--- src/rtl/hd_timing_pkg.sv ---
// Shared types, beat encodings and helpers for the HD-CPU beat/phase timing generator.
package hd_timing_pkg;

    typedef enum logic [1:0] {
        HALT = 2'd0,
        PH1  = 2'd1,
        PH2  = 2'd2,
        PH3  = 2'd3
    } state_e;

    localparam logic [2:0] W_1 = 3'b001;
    localparam logic [2:0] W_2 = 3'b010;
    localparam logic [2:0] W_3 = 3'b100;

    // Width of the within-phase clock counter; never narrower than one bit
    // so that PHASE_LEN=1 still yields a legal vector.
    function automatic int phase_cnt_w(input int phaseLen);
        int w;
        w = $clog2(phaseLen);
        return (w < 1) ? 1 : w;
    endfunction

    // Beat that follows the current one, given the controller requests seen
    // at the beat boundary. Anything that is not W2 or W1 (W3 or an illegal
    // pattern) falls back to W1.
    function automatic logic [2:0] next_beat(input logic [2:0] w,
                                             input logic       shortReq,
                                             input logic       longReq);
        case (w)
            W_1:     return shortReq ? W_1 : W_2;
            W_2:     return longReq  ? W_3 : W_1;
            default: return W_1;
        endcase
    endfunction

endpackage

--- src/rtl/hd_edge_det.sv ---
// Two-flop synchronizer plus rising-edge detector for the console start button.
module hd_edge_det (
    input  logic clk_i,
    input  logic rst_ni,
    input  logic d_i,
    output logic rise_o
);

    logic sync1_q;
    logic sync2_q;
    logic prev_q;

    // All stages come out of reset high, so a button already held down
    // through reset is not mistaken for a fresh press.
    always_ff @(posedge clk_i or negedge rst_ni) begin
        if (!rst_ni) begin
            sync1_q <= 1'b1;
            sync2_q <= 1'b1;
            prev_q  <= 1'b1;
        end else begin
            sync1_q <= d_i;
            sync2_q <= sync1_q;
            prev_q  <= sync2_q;
        end
    end

    assign rise_o = sync2_q & ~prev_q;

endmodule

--- src/rtl/hd_timing_gen.sv ---
// Beat (W1-W3) and phase (T1-T3) generator for the HD-CPU hardwired controller.
module hd_timing_gen
    import hd_timing_pkg::*;
#(
    parameter int PHASE_LEN = 1,
    parameter int CNT_W     = 8
) (
    input  logic             CLK,
    input  logic             CLR,
    input  logic             QD,
    input  logic             SHORT,
    input  logic             LONG,
    input  logic             STOP,
    output logic [3:1]       W,
    output logic             T1,
    output logic             T2,
    output logic             T3,
    output logic             RUN,
    output logic [CNT_W-1:0] MCYC
);

    localparam int PCW = phase_cnt_w(PHASE_LEN);
    localparam logic [PCW-1:0] PH_LAST = PCW'(PHASE_LEN - 1);

    state_e           state_q, state_d;
    logic [PCW-1:0]   phase_q, phase_d;
    logic [2:0]       w_q, w_d;
    logic [CNT_W-1:0] mcyc_q, mcyc_d;

    logic qdRise;
    logic phaseLast;

    hd_edge_det u_edge_det (
        .clk_i  (CLK),
        .rst_ni (CLR),
        .d_i    (QD),
        .rise_o (qdRise)
    );

    assign phaseLast = (phase_q == PH_LAST);

    // Registers for the sequencer; reset is immediate, even in the middle of a beat.
    always_ff @(posedge CLK or negedge CLR) begin
        if (!CLR) begin
            state_q <= HALT;
            phase_q <= '0;
            w_q     <= W_1;
            mcyc_q  <= '0;
        end else begin
            state_q <= state_d;
            phase_q <= phase_d;
            w_q     <= w_d;
            mcyc_q  <= mcyc_d;
        end
    end

    // Phase sequencing; controller requests are only looked at on the last clock of PH3.
    always_comb begin
        state_d = state_q;
        phase_d = phase_q;
        w_d     = w_q;
        mcyc_d  = mcyc_q;
        unique case (state_q)
            HALT: begin
                if (qdRise) begin
                    state_d = PH1;
                    phase_d = '0;
                end
            end
            PH1: begin
                if (phaseLast) begin
                    state_d = PH2;
                    phase_d = '0;
                end else begin
                    phase_d = phase_q + PCW'(1);
                end
            end
            PH2: begin
                if (phaseLast) begin
                    state_d = PH3;
                    phase_d = '0;
                end else begin
                    phase_d = phase_q + PCW'(1);
                end
            end
            PH3: begin
                if (phaseLast) begin
                    phase_d = '0;
                    w_d     = next_beat(w_q, SHORT, LONG);
                    if (w_d == W_1) begin
                        mcyc_d = mcyc_q + CNT_W'(1);
                    end
                    state_d = STOP ? HALT : PH1;
                end else begin
                    phase_d = phase_q + PCW'(1);
                end
            end
            default: begin
                state_d = HALT;
                phase_d = '0;
            end
        endcase
    end

    assign W    = w_q;
    assign T1   = (state_q == PH1);
    assign T2   = (state_q == PH2);
    assign T3   = (state_q == PH3);
    assign RUN  = (state_q != HALT);
    assign MCYC = mcyc_q;

endmodule

--- config.mk ---
export PLATFORM = sky130hd
export DESIGN_NAME = hd_timing_gen
export DESIGN_NICKNAME = d
export VERILOG_FILES = /design/src/rtl/hd_timing_pkg.sv /design/src/rtl/hd_edge_det.sv /design/src/rtl/hd_timing_gen.sv
export SDC_FILE = /design/constraint.sdc
export NUM_CORES = 1
export LEC_CHECK = 0
export CORE_AREA = 3 3 45 47
export CTS_BUF_LIST = sky130_fd_sc_hd__clkbuf_16
export CTS_CLUSTER_SIZE = 8
export DETAILED_ROUTE_END_ITERATION = 10
export DIE_AREA = 0 0 48 50
export GPL_TIMING_DRIVEN = 0
export MAX_ROUTING_LAYER = met4
export PLACE_DENSITY_LB_ADDON = 0.1
export SYNTH_ARGS = -nofsm -noshare
export SYNTH_HDL_FRONTEND = slang
export SYNTH_SLANG_ARGS = --single-unit
--- constraint.sdc ---
create_clock -name CLK -period 2.1 [get_ports CLK]
set_input_delay 0.315 -clock CLK [delete_from_list [all_inputs] [get_ports CLK]]
set_output_delay 0.315 -clock CLK [all_outputs]
set_load 0.01 [all_outputs]
* Word level (Yosys, flattened, before mapping)
Index checks and enable logic that the tools add are counted.
** Word-level totals
- Bits in registers :: 17
- Latch bits :: 0
- RAM bits :: 0
- Memory bits (read-only) :: 0
- Bits of input ports :: 6
- Word-level logic and storage cells :: 42
- Memories kept :: 0
** Operators by class
- Add/sub/neg operators :: 2
- $mul :: 0
- Divide/modulo/power cells :: 0
- Magnitude comparators :: 0
- Eq/ne operators :: 10
- Shift-type cells :: 0
- Muxes and demuxes :: 14
- Bitwise operators :: 3
- Reductions and logical operators :: 6
** Operators by type and width (count)
- 2-bit 2-to-1 mux :: 5
- 3-bit 2-to-1 mux :: 3
- 8-bit by 1-bit adder with 8-bit output (second input constant) :: 1
- 2-bit inequality test (second input constant) :: 4
- 2-bit case mux with 4 select lines :: 1
- 3-bit by 1-bit == test with 1-bit output (second input constant) :: 2
- 3-bit case mux with 2 select lines :: 1
- 2-bit == test (second input constant) :: 2
- 4-bit AND reduction :: 1
- 3-bit by 2-bit == test with 1-bit output (second input constant) :: 1
- 1-bit 2-to-1 mux :: 3
- 3-bit AND reduction :: 1
- 3-bit OR reduction :: 1
- 2-bit by 1-bit == test with 1-bit output (second input constant) :: 1
- 2-bit logical NOT :: 1
- 1-bit NOT :: 2
- 1-bit case mux with 2 select lines :: 1
- 2-bit AND reduction :: 1
- 2-bit nonzero test :: 1
- 1-bit adder (second input constant) :: 1
- 1-bit AND :: 1

* Logic depth before layout (Yosys ltp)
- Depth after elaboration :: 6
- Mapped depth :: 5
- Depth with buffers taken out :: 5

* Hierarchy
From an unflattened synthesis, not the netlist that was laid out.
** Unflattened totals
- Cells, all modules :: 66
- Area total of the unflattened synthesis :: 778.2 um^2
** Modules (own cells, without submodules)
- hd_timing_gen :: instances 1, cells an instance 62, area each 685.7 um^2, sequential area each 326.6 um^2
- hd_edge_det :: instances 1, cells an instance 4, area each 92.6 um^2, sequential area each 78.8 um^2

* Worst setup path after synthesis
Ideal clock, no wire load.
- Kind :: flip-flop to flip-flop
- Start :: register w_q[0] (netlist: W[1])
- End :: register mcyc_q[1] (netlist: MCYC[1])
- Arrival :: 1.580 ns
- Path slack :: 0.395 ns
- Cell stages (with the launch flop) :: 5
- Buffers on the path :: 0
- Cell sequence :: dfstp_2 > or3b_4 > a21oi_4 > nand2b_4 > mux2_4
** Between the ends
- Word-level cells in the longest chain between the ends :: 6
- Elaborated cells on any way between the ends :: 7
** Ends and longest elaborated chain
- from (decl) :: RTL line hd_timing_gen.sv:27 : logic [2:0] w_q, w_d;
- from (signal assigned) :: RTL line hd_timing_gen.sv:52 : w_q <= w_d;
- 3-bit by 2-bit == test with 1-bit output / 3-bit by 1-bit == test with 1-bit output (equally long branches) :: RTL line hd_timing_pkg.sv:29 : case (w)
- 3-bit case mux with 2 select lines (*) :: RTL line hd_timing_pkg.sv:29
- 3-bit 2-to-1 mux (*) :: RTL line hd_timing_gen.sv:87 : if (phaseLast) begin
- 3-bit 2-to-1 mux (*) :: RTL line hd_timing_gen.sv:63 : unique case (state_q)
- 3-bit by 1-bit == test with 1-bit output (*) :: RTL line hd_timing_gen.sv:90 : if (w_d == W_1) begin
- 3-bit AND reduction (no source line) (*)
- to (signal assigned) :: RTL line hd_timing_gen.sv:53 : mcyc_q <= mcyc_d;
- to (decl) :: RTL line hd_timing_gen.sv:28 : logic [CNT_W-1:0] mcyc_q, mcyc_d;
Every way passes the cells marked *; elsewhere a longest branch is shown, timed or not. The select of a mux whose other input is x is not followed.
A chain may end at the register's enable or synchronous reset.

* Worst setup path in the final report
- Start :: register state_q[1]
- End :: output T3
** Between the ends
- Word-level cells in the longest chain between the ends :: 1
** Ends and longest elaborated chain
- from (decl) :: RTL line hd_timing_gen.sv:25 : state_e state_q, state_d;
- from (signal assigned) :: RTL line hd_timing_gen.sv:50 : state_q <= state_d;
- 2-bit == test :: RTL line hd_timing_gen.sv:108 : assign T3 = (state_q == PH3);
- to (decl) :: RTL line hd_timing_gen.sv:17 : output logic T3,
No other way between the ends.

==> flow_summary.json <==
{
  "drive_gt1_frac": 0.133,
  "numCtsBuffers": 3,
  "start_util": 0.456,
  "die_h_microns": 50,
  "diodes": 0,
  "core_sq_um": 1690,
  "vias": 552,
  "synth_area_per_cell_sq_um": 11.7,
  "clock-root-buffer": "clkbuf_16",
  "synth_warnings": 0,
  "grt_pass1_wl_mm": 2.19,
  "cts_hold_buf": 0,
  "path_max_fanout": 9,
  "cellPowerDensity_nw_per_um2": 1570,
  "synth-main-ff-cell": "dfrtp_1",
  "cts_buffer_depth": 2,
  "reg2reg_depth": 4,
  "fin_skew_ps": 1.37,
  "startpoint_type": "flip-flop",
  "multi_input_area_sq_um": 347,
  "grt_pass1_vias": 545,
  "synth_compound_gate_area_share": 0.0763,
  "hpwl_microns": 932,
  "vias_per_cell": 5.16,
  "utilization": 0.634,
  "grt_usage": 0.132,
  "tritoncts": "built",
  "min_period_ps": 1970,
  "netlist_instances": 66,
  "min_path_cells": 0,
  "drc_errors": 0,
  "cp.arrival_ps": 1650,
  "yosysUniqueCellTypes": 22,
  "postCtsResizedCells": 0,
  "hp-class": "reg2reg",
  "routed_wl_mm": 1.30,
  "relSlewSlack": 0.530,
  "htreeDepth": 1,
  "core.rowCount": 15,
  "synth_xor_xnor_area_share": 0.0795,
  "status": "finished, final reports clean",
  "die_w_microns": 48,
  "portBuffers": 20,
  "finalNonFillerCells": 107,
  "worstPathRequired_ps": 1780,
  "nFillCells": 141,
  "r2r-end": "MCYC[1]",
  "async_reset_ff_frac": 1.00,
  "die-area_sq_um": 2400,
  "fin_setup_tns_ps": 0,
  "setup_violations": 0,
  "min-delay-start": "u_edge_det.sync1_q",
  "synthSimpleGateAreaFrac": 0.177,
  "cts_setup_buffers": 0,
  "synth.area.mux_share": 0.0195,
  "clk_pin_slew_worst_paths_ps": 50,
  "grt_max_degree": 17,
  "dr.pass1.iters": 2,
  "min_period_over_period": 0.938,
  "rsz0062_at_grt": "no",
  "hold_viol_final": 0,
  "ys_seq_area_frac": 0.526,
  "netlist_area_sq_um": 771,
  "synth_top_family_by_area": "simple AND/OR/NAND/NOR gates",
  "overflow": 0,
  "seq_area_sq_um": 405,
  "max_freq_mhz": 508,
  "wl_per_cell_microns": 12.2,
  "clock_latency_ps": 240,
  "gp_congestion": 0.740,
  "tightest_slew_ps": 702,
  "synth_nets": 78,
  "synthAdderAreaFrac": 0.0974,
  "antenna_found_initial": 0,
  "area_growth_pct": 39.0,
  "reg2reg_slack_ps": 360,
  "synth_edf_count": 0,
  "synth_seq_cells": 16,
  "vdd_drop_max_uv": 794,
  "io_pins": 21,
  "drv_slew": 0,
  "cap_violations": 0,
  "fin_nets": 103,
  "ant_nets": 0,
  "min_to": "u_edge_det.sync2_q",
  "drt-initial-drc-count": 2,
  "worstReg2RegStart": "W[1]",
  "clock-sinks": 16,
  "worstSetupPathType": "reg2out",
  "placedCellCount": 103,
  "power_leakage_uw": 0.000458,
  "crit_path_end_kind": "output port"
}
## stage by stage
stage | cell area, sq um | setup WS (ps) | hold WS, ps | power [uW]
2_1_floorplan | 771 | 395 | 19.4 | 980
3_3_place_gp | 992 | 168 | 347 | 1320
3_5_place_dp | 992 | 146 | 348 | 1330
4_1_cts | 1070 | 121 | 357 | 1710
5_1_grt | 1070 | 42.0 | 360 | 1820
6_report | 1070 | 130 | 356 | 1690
## cells in the mapped netlist (all sizes together) (2+ instances only)
library cell  number  area share
ha                 6       0.097
dfstp              4        0.14
a21oi              2       0.028
nand2b             3       0.034
xor2               6       0.068
inv                5       0.024
nand2              4       0.019
dfrtp             12        0.39
nor2               3       0.015
nand3b             2       0.019
nand4              3       0.024
nor3               5       0.032
o21ai              4       0.026
## state kept, by name, indices dropped and copies added (netlist names)
| register | cells |
|---|---|
| MCYC | 8 |
| W | 3 |
| state_q | 2 |
| u_edge_det.prev_q | 1 |
| u_edge_det.sync1_q | 1 |
| u_edge_det.sync2_q | 1 |
## power by group
part | internal, uW | leakage (uW) | total [uW] | switching, uW
registers | 438 | 0.000180 | 574 | 136
logic | 419 | 0.000239 | 747 | 329
clock network | 252 | 0.0000385 | 364 | 112
total | 1110 | 0.000458 | 1690 | 577
## layout by cell type, fill, tap and decap left out, types with 2 or more instances in the layout
master and count:
ha_1 6, nand4_1 3, nor3_1 5, nand2_1 4
clkdlybuf4s50_1 20, o21ai_0 4, dfrtp_1 12, dfstp_2 4
inv_1 5, xor2_1 6, nand3b_1 2, nand2b_1 2
nor2_1 3, clkbuf_16 3
## metal layers
layer | up-vias | share of wire | GRT usage
met2 | 18 | 0.43 | 0.176
met5 | - | 0 | -
li1 | 274 | - | -
met3 | 2 | 0.058 | 0.0438
met4 | 0 | 0.0038 | 0.0538
met1 | 258 | 0.51 | 0.182
## critical path: stages, from the launching register on
cell	delay, ps
dfrtp_1	380
ha_1	410
clkdlybuf4s50_1	620
## how the worst max path moves through the flow
stage / startpoint / end / slack (ps)
after floorplan: W[1] / MCYC[1] / 400
after global placement: SHORT / MCYC[1] / 170
after detailed placement: SHORT / MCYC[1] / 150
after CTS: state_q[1] / T3 / 120
after global routing: state_q[1] / T3 / 40
final: state_q[1] / T3 / 130
## final cells by class
class	instances	area share
Multi-Input combinational cell	45	0.324
Clock buffer	3	0.0701
Timing Repair Buffer	20	0.187
Inverter	5	0.0175
Tap cell	17	0.0199
Clock inverter	1	0.00350
Sequential cell	16	0.379
## cells by family (layout without fill, tap and decap cells)
family | count (synthesis) | after routing
AND/OR/NAND/NOR | 23 | 23
multiplexers | 1 | 1
AO/OA/AOI/OAI | 8 | 8
buffers and inverters | 5 | 29
flip-flops | 16 | 16
adder cells (fa/ha/maj) | 6 | 6
XOR/XNOR | 7 | 7
(Power assumes the default switching activity.)
